**config.mk**
```make
export PLATFORM = sky130hd
export DESIGN_NAME = bit_stream_sequencer
export DESIGN_NICKNAME = d
export VERILOG_FILES = /design/src/rtl/bit_stream_pkg.sv /design/src/rtl/bit_stream_sequencer_piso_shift.sv /design/src/rtl/bit_stream_sequencer.sv
export SDC_FILE = /design/constraint.sdc
export NUM_CORES = 1
export LEC_CHECK = 0
export ABC_AREA = 1
export CORE_MARGIN = 1.5
export CORE_UTILIZATION = 56
export CTS_CLUSTER_DIAMETER = 60
export CTS_CLUSTER_SIZE = 8
export DETAILED_ROUTE_END_ITERATION = 6
export GPL_TIMING_DRIVEN = 0
export PLACE_DENSITY = 0.83
export SLEW_MARGIN = 25
export SYNTH_ARGS = -nofsm -noshare
export SYNTH_HDL_FRONTEND = slang
export SYNTH_SLANG_ARGS = --single-unit
export TNS_END_PERCENT = 100
```
**constraint.sdc**
```tcl
create_clock -name clk -period 2.2 [get_ports clk]
set_input_delay 0.44 -clock clk [delete_from_list [all_inputs] [get_ports clk]]
set_output_delay 0.44 -clock clk [all_outputs]
set_load 0.02 [all_outputs]
```
**src/rtl/bit_stream_pkg.sv**
```systemverilog
// Shared types and default sizing for the bit-stream sequencer.
package bit_stream_pkg;

  typedef enum logic [2:0] {
    IDLE  = 3'd0,
    CLEAR = 3'd1,
    SHIFT = 3'd2,
    DRAIN = 3'd3,
    DONE  = 3'd4
  } bss_state_t;

  localparam int unsigned BSS_WIDTH = 12;
  localparam int unsigned BSS_POS_W = $clog2(BSS_WIDTH);
  localparam int unsigned BSS_CNT_W = $clog2(BSS_WIDTH + 1);

endpackage

```
**src/rtl/bit_stream_sequencer_piso_shift.sv**
```systemverilog
// Loadable MSB-first parallel-in/serial-out shift register.
module piso_shift #(
  parameter int unsigned WIDTH = 12
) (
  input  logic             clk,
  input  logic             rst,
  input  logic             load,
  input  logic             shift,
  input  logic [WIDTH-1:0] din,
  output logic             msb
);

  logic [WIDTH-1:0] sr;

  always_ff @(posedge clk) begin
    if (rst) begin
      sr <= '0;
    end else if (load) begin
      sr <= din;
    end else if (shift) begin
      sr <= {sr[WIDTH-2:0], 1'b0};
    end
  end

  assign msb = sr[WIDTH-1];

endmodule

```
**src/rtl/bit_stream_sequencer.sv**
```systemverilog
// Word-to-bit scheduler for a serial 1001 detector: clears it, shifts a word
// in MSB-first and reports the detection count and first match position.
module bit_stream_sequencer
  import bit_stream_pkg::*;
#(
  parameter int unsigned WIDTH      = BSS_WIDTH,
  parameter int unsigned CLR_CYCLES = 2,
  parameter int unsigned LOCK_LAT   = 1
) (
  input  logic                       clk,
  input  logic                       rst,
  input  logic                       in_valid,
  output logic                       in_ready,
  input  logic [WIDTH-1:0]           in_data,
  output logic                       det_rst_n,
  output logic                       det_din,
  input  logic                       det_lock,
  output logic                       out_valid,
  input  logic                       out_ready,
  output logic                       out_hit,
  output logic [$clog2(WIDTH)-1:0]   out_first_pos,
  output logic [$clog2(WIDTH+1)-1:0] out_count
);

  localparam int unsigned POS_W = $clog2(WIDTH);
  localparam int unsigned CNT_W = $clog2(WIDTH + 1);
  localparam int unsigned IDX_W = $clog2(WIDTH + LOCK_LAT + 1);
  localparam int unsigned CLR_W = $clog2(CLR_CYCLES + 1);

  localparam logic [IDX_W-1:0] LAST_BIT = IDX_W'(WIDTH - 1);
  localparam logic [IDX_W-1:0] LAST_IDX = IDX_W'(WIDTH + LOCK_LAT - 1);
  localparam logic [IDX_W-1:0] LAT_IDX  = IDX_W'(LOCK_LAT);
  localparam logic [CLR_W-1:0] CLR_LAST = CLR_W'(CLR_CYCLES - 1);

  bss_state_t       state;
  logic [CLR_W-1:0] clr_cnt;
  logic [IDX_W-1:0] idx;
  logic [IDX_W-1:0] lock_pos;
  logic             sr_load;
  logic             sr_shift;
  logic             sr_msb;
  logic             in_window;
  logic             lock_sample;

  assign sr_load  = (state == IDLE) && in_valid && in_ready;
  // det_din is registered, so the register advances on the edge that
  // presents a bit, including the CLEAR->SHIFT edge carrying the MSB.
  assign sr_shift = ((state == CLEAR) && (clr_cnt == CLR_LAST)) ||
                    ((state == SHIFT) && (idx != LAST_BIT));

  piso_shift #(
    .WIDTH(WIDTH)
  ) u_piso (
    .clk  (clk),
    .rst  (rst),
    .load (sr_load),
    .shift(sr_shift),
    .din  (in_data),
    .msb  (sr_msb)
  );

  if (LOCK_LAT == 0) begin : g_no_lat
    assign in_window = 1'b1;
  end else begin : g_lat
    assign in_window = (idx >= LAT_IDX);
  end

  assign lock_pos    = idx - LAT_IDX;
  assign lock_sample = det_lock &&
                       (((state == SHIFT) && in_window) || (state == DRAIN));

  always_ff @(posedge clk) begin
    if (rst) begin
      state         <= IDLE;
      clr_cnt       <= '0;
      idx           <= '0;
      in_ready      <= 1'b1;
      det_rst_n     <= 1'b0;
      det_din       <= 1'b0;
      out_valid     <= 1'b0;
      out_hit       <= 1'b0;
      out_first_pos <= '0;
      out_count     <= '0;
    end else begin
      case (state)
        IDLE: begin
          det_rst_n <= 1'b1;
          if (in_valid && in_ready) begin
            state         <= CLEAR;
            in_ready      <= 1'b0;
            det_rst_n     <= 1'b0;
            clr_cnt       <= '0;
            idx           <= '0;
            out_hit       <= 1'b0;
            out_first_pos <= '0;
            out_count     <= '0;
          end
        end
        CLEAR: begin
          if (clr_cnt == CLR_LAST) begin
            state     <= SHIFT;
            det_rst_n <= 1'b1;
            det_din   <= sr_msb;
          end else begin
            clr_cnt <= clr_cnt + 1'b1;
          end
        end
        SHIFT: begin
          idx <= idx + 1'b1;
          if (idx == LAST_BIT) begin
            det_din <= 1'b0;
            if (LOCK_LAT == 0) begin
              state     <= DONE;
              out_valid <= 1'b1;
            end else begin
              state <= DRAIN;
            end
          end else begin
            det_din <= sr_msb;
          end
        end
        DRAIN: begin
          idx <= idx + 1'b1;
          if (idx == LAST_IDX) begin
            state     <= DONE;
            out_valid <= 1'b1;
          end
        end
        DONE: begin
          if (out_ready) begin
            state     <= IDLE;
            out_valid <= 1'b0;
            in_ready  <= 1'b1;
          end
        end
        default: begin
          state <= IDLE;
        end
      endcase

      if (lock_sample) begin
        out_count <= out_count + CNT_W'(1);
        if (!out_hit) begin
          out_hit       <= 1'b1;
          out_first_pos <= POS_W'(lock_pos);
        end
      end
    end
  end

endmodule

```
==> qor.yml <==
status: "finished clean"
cpPeakStageDelay_ns: 0.63
finalSetupViolCount: 0
grt_usage: 0.235
yosysWarnings: 0
power.density_nw_per_um2: 1220
seqCellArea_um2: 681
synth_seq_cells: 34
num_rows: 20
slew_headroom: 0.632
drcViolationCount: 0
slew_viol_final: 0
io_pins: 30
grt_overflow: 0
pwr-share-comb: 0.447
clock_path_buffers: 2
cts-resized-gates: 0
final_cell_mix: "nand2_1, nor2_1, dfxtp_1, clkdlybuf4s50_1, inv_1"
initial_core_util: 0.588
drive_above_1_share: 0.0980
tns_ns: 0
critPathBufInv: 1
crit_type: "reg -> out"
totalWireLength_um: 3650
area_growth_pct: 24.9
min_period_over_period: 0.825
max_freq_ghz: 0.551
rsz0062_at_grt: "no"
avgRoutedWirePerCell_um: 10.7
grt_pass1_wl_um: 6270
clk_latency_ns: 0.35
worstHoldPathType: "reg -> reg"
mostFrequentLayoutCell: "nand2_1"
antenna_found_initial: 0
num_vias: 1693
multi_input_area_um2: 927
cts_tree: "yes"
worst_pin_slew_ns: 0.552
synthCells: 260
cts_root_buffer: "clkbuf_4"
path_delay_family: "buffers and inverters"
swShare: 0.385
synth.avg_cell_area_um2: 6.90
antenna_cells: 0
crit_path_end_kind: "output port"
switching_power_w: 0.00105
fp.dieW_um: 59.6
cts.clk_slew.worst_paths_ns: 0.11
p_int_w: 0.00168
dp.cells: 332
crit_arrival_ns: 1.37
syn-num-nets: 283
drv_cap: 0
cp-start-kind: "flop"
period_minus_slack_ns: 1.81
cts-hold-fix-buffers: 0
h-tree-depth: 2
fp.coreArea_um2: 3050
dieArea_um2: 3550
numCtsBuffers: 5
grt_pass1_vias: 1477
setup_slack_ns: 0.386
crit_fanout: 5
synthDistinctLibCells: 29
critical-path-slowest-cell: "clkdlybuf4s50_1"
n_fill_cell: 278
via_per_inst: 4.98
grt_max_degree: 12
fin_skew_ns: 0.00891
vdd_ir_drop_max_uv: 769
pre_cts_slack_ns: 0.397
synth_area_um2: 1790
required_ns: 1.76
p_seq_frac: 0.332
cts.sinks: 34
die_h_um: 59.6
drt_first_iter_violations: 67
hold_viol: 0
yosysSeqAreaShare: 0.379
timing.hold.ws_ns: 0.455
leakagePower_nw: 1.03
ant_nets: 0
stdcell_count: 340
hpwl_um: 2630
fin_nets: 318
p_clk_frac: 0.221
worstPathCellList: "clkdlybuf4s50_1"
drt_pass1_iterations: 4
routabilityCongestion: 0.848
port_buffers: 28
post_cts_buffers: 0
==> metal layers <==
| metal | track usage | vias to the layer above | part of all wire |
|---|---|---|---|
| met5 | 0 | - | 0 |
| met4 | 0.117 | 0 | 0.019 |
| met3 | 0.0459 | 8 | 0.036 |
| met2 | 0.358 | 39 | 0.46 |
| met1 | 0.315 | 751 | 0.48 |
| li1 | - | 895 | - |
==> worst paths after layout <==
path | start | to | slack, ns | cells after the start
max | out_count[0] | out_count[0] | 0.39 | 1
min | det_rst_n | det_rst_n | 0.46 | 2
max reg2reg | idx[0] | out_count[0] | 0.61 | 7
min reg2reg | det_rst_n | det_rst_n | 0.46 | 2
==> power by group through the flow <==
stage                     sequential [W]  clock (W)  combinational [W]
after detailed placement        0.000917          0            0.00121
after CTS                       0.000907   0.000608            0.00123
after global placement          0.000914          0            0.00119
after floorplan                 0.000950          0           0.000888
after global routing            0.000928   0.000636            0.00139
final                           0.000907   0.000605            0.00122
==> synth_stat cells <==
cell type	count	area share
a211oi_1	2	0.0084
a21oi_1	16	0.045
buf_4	2	0.0084
buf_6	3	0.019
buf_8	1	0.0084
clkbuf_1	3	0.0063
dfxtp_1	34	0.38
ha_1	6	0.042
inv_1	24	0.050
inv_2	4	0.0084
inv_4	1	0.0035
nand2_1	74	0.15
nand2_2	1	0.0035
nand2_4	2	0.013
nand3_1	15	0.042
nand3_2	1	0.0056
nand3_4	2	0.020
nand3b_1	1	0.0042
nand4_1	2	0.0070
nor2_1	34	0.071
nor2_2	3	0.010
nor2_4	1	0.0063
nor3_1	4	0.011
nor4_1	1	0.0035
o21a_1	1	0.0042
o21ai_0	16	0.045
o21ai_1	3	0.0084
or2_0	1	0.0035
xnor2_1	2	0.0098
==> metrics by stage <==
stage | utilization | area [um^2] | total power, W
2_1_floorplan | - | 1790 | 0.00184
3_3_place_gp | 0.698 | 2130 | 0.00211
3_5_place_dp | 0.698 | 2130 | 0.00213
4_1_cts | 0.734 | 2240 | 0.00274
5_1_grt | 0.734 | 2240 | 0.00295
6_report | 0.734 | 2240 | 0.00273
==> cells by family (layout without fill, tap and decap cells) <==
group / after synthesis / after routing / synth area share
flip-flops: 34 / 34 / 0.379
adder cells (fa/ha/maj): 6 / 6 / 0.0418
buffers and inverters: 38 / 74 / 0.104
XOR/XNOR: 2 / 2 / 0.00976
AO/OA/AOI/OAI: 38 / 38 / 0.110
AND/OR/NAND/NOR: 142 / 142 / 0.355
==> cell type report <==
class,instances,share of cell area
flip-flops and latches,34,0.304
plain buffers,9,0.0335
inverters,29,0.0497
clock buffers,6,0.0229
multi-input cells,188,0.414
well taps,44,0.0246
repair buffers,28,0.125
clock inverters,2,0.0268
==> flip-flops by register name, indices dropped and copies added, names as in the netlist <==
| name | flops |
|---|---|
| clr_cnt | 2 |
| det_din | 1 |
| det_rst_n | 1 |
| idx | 4 |
| in_ready | 1 |
| out_count | 4 |
| out_first_pos | 4 |
| out_hit | 1 |
| out_valid | 1 |
| state | 3 |
| u_piso.sr | 12 |
No activity file was read; power rests on OpenSTA's default activity.
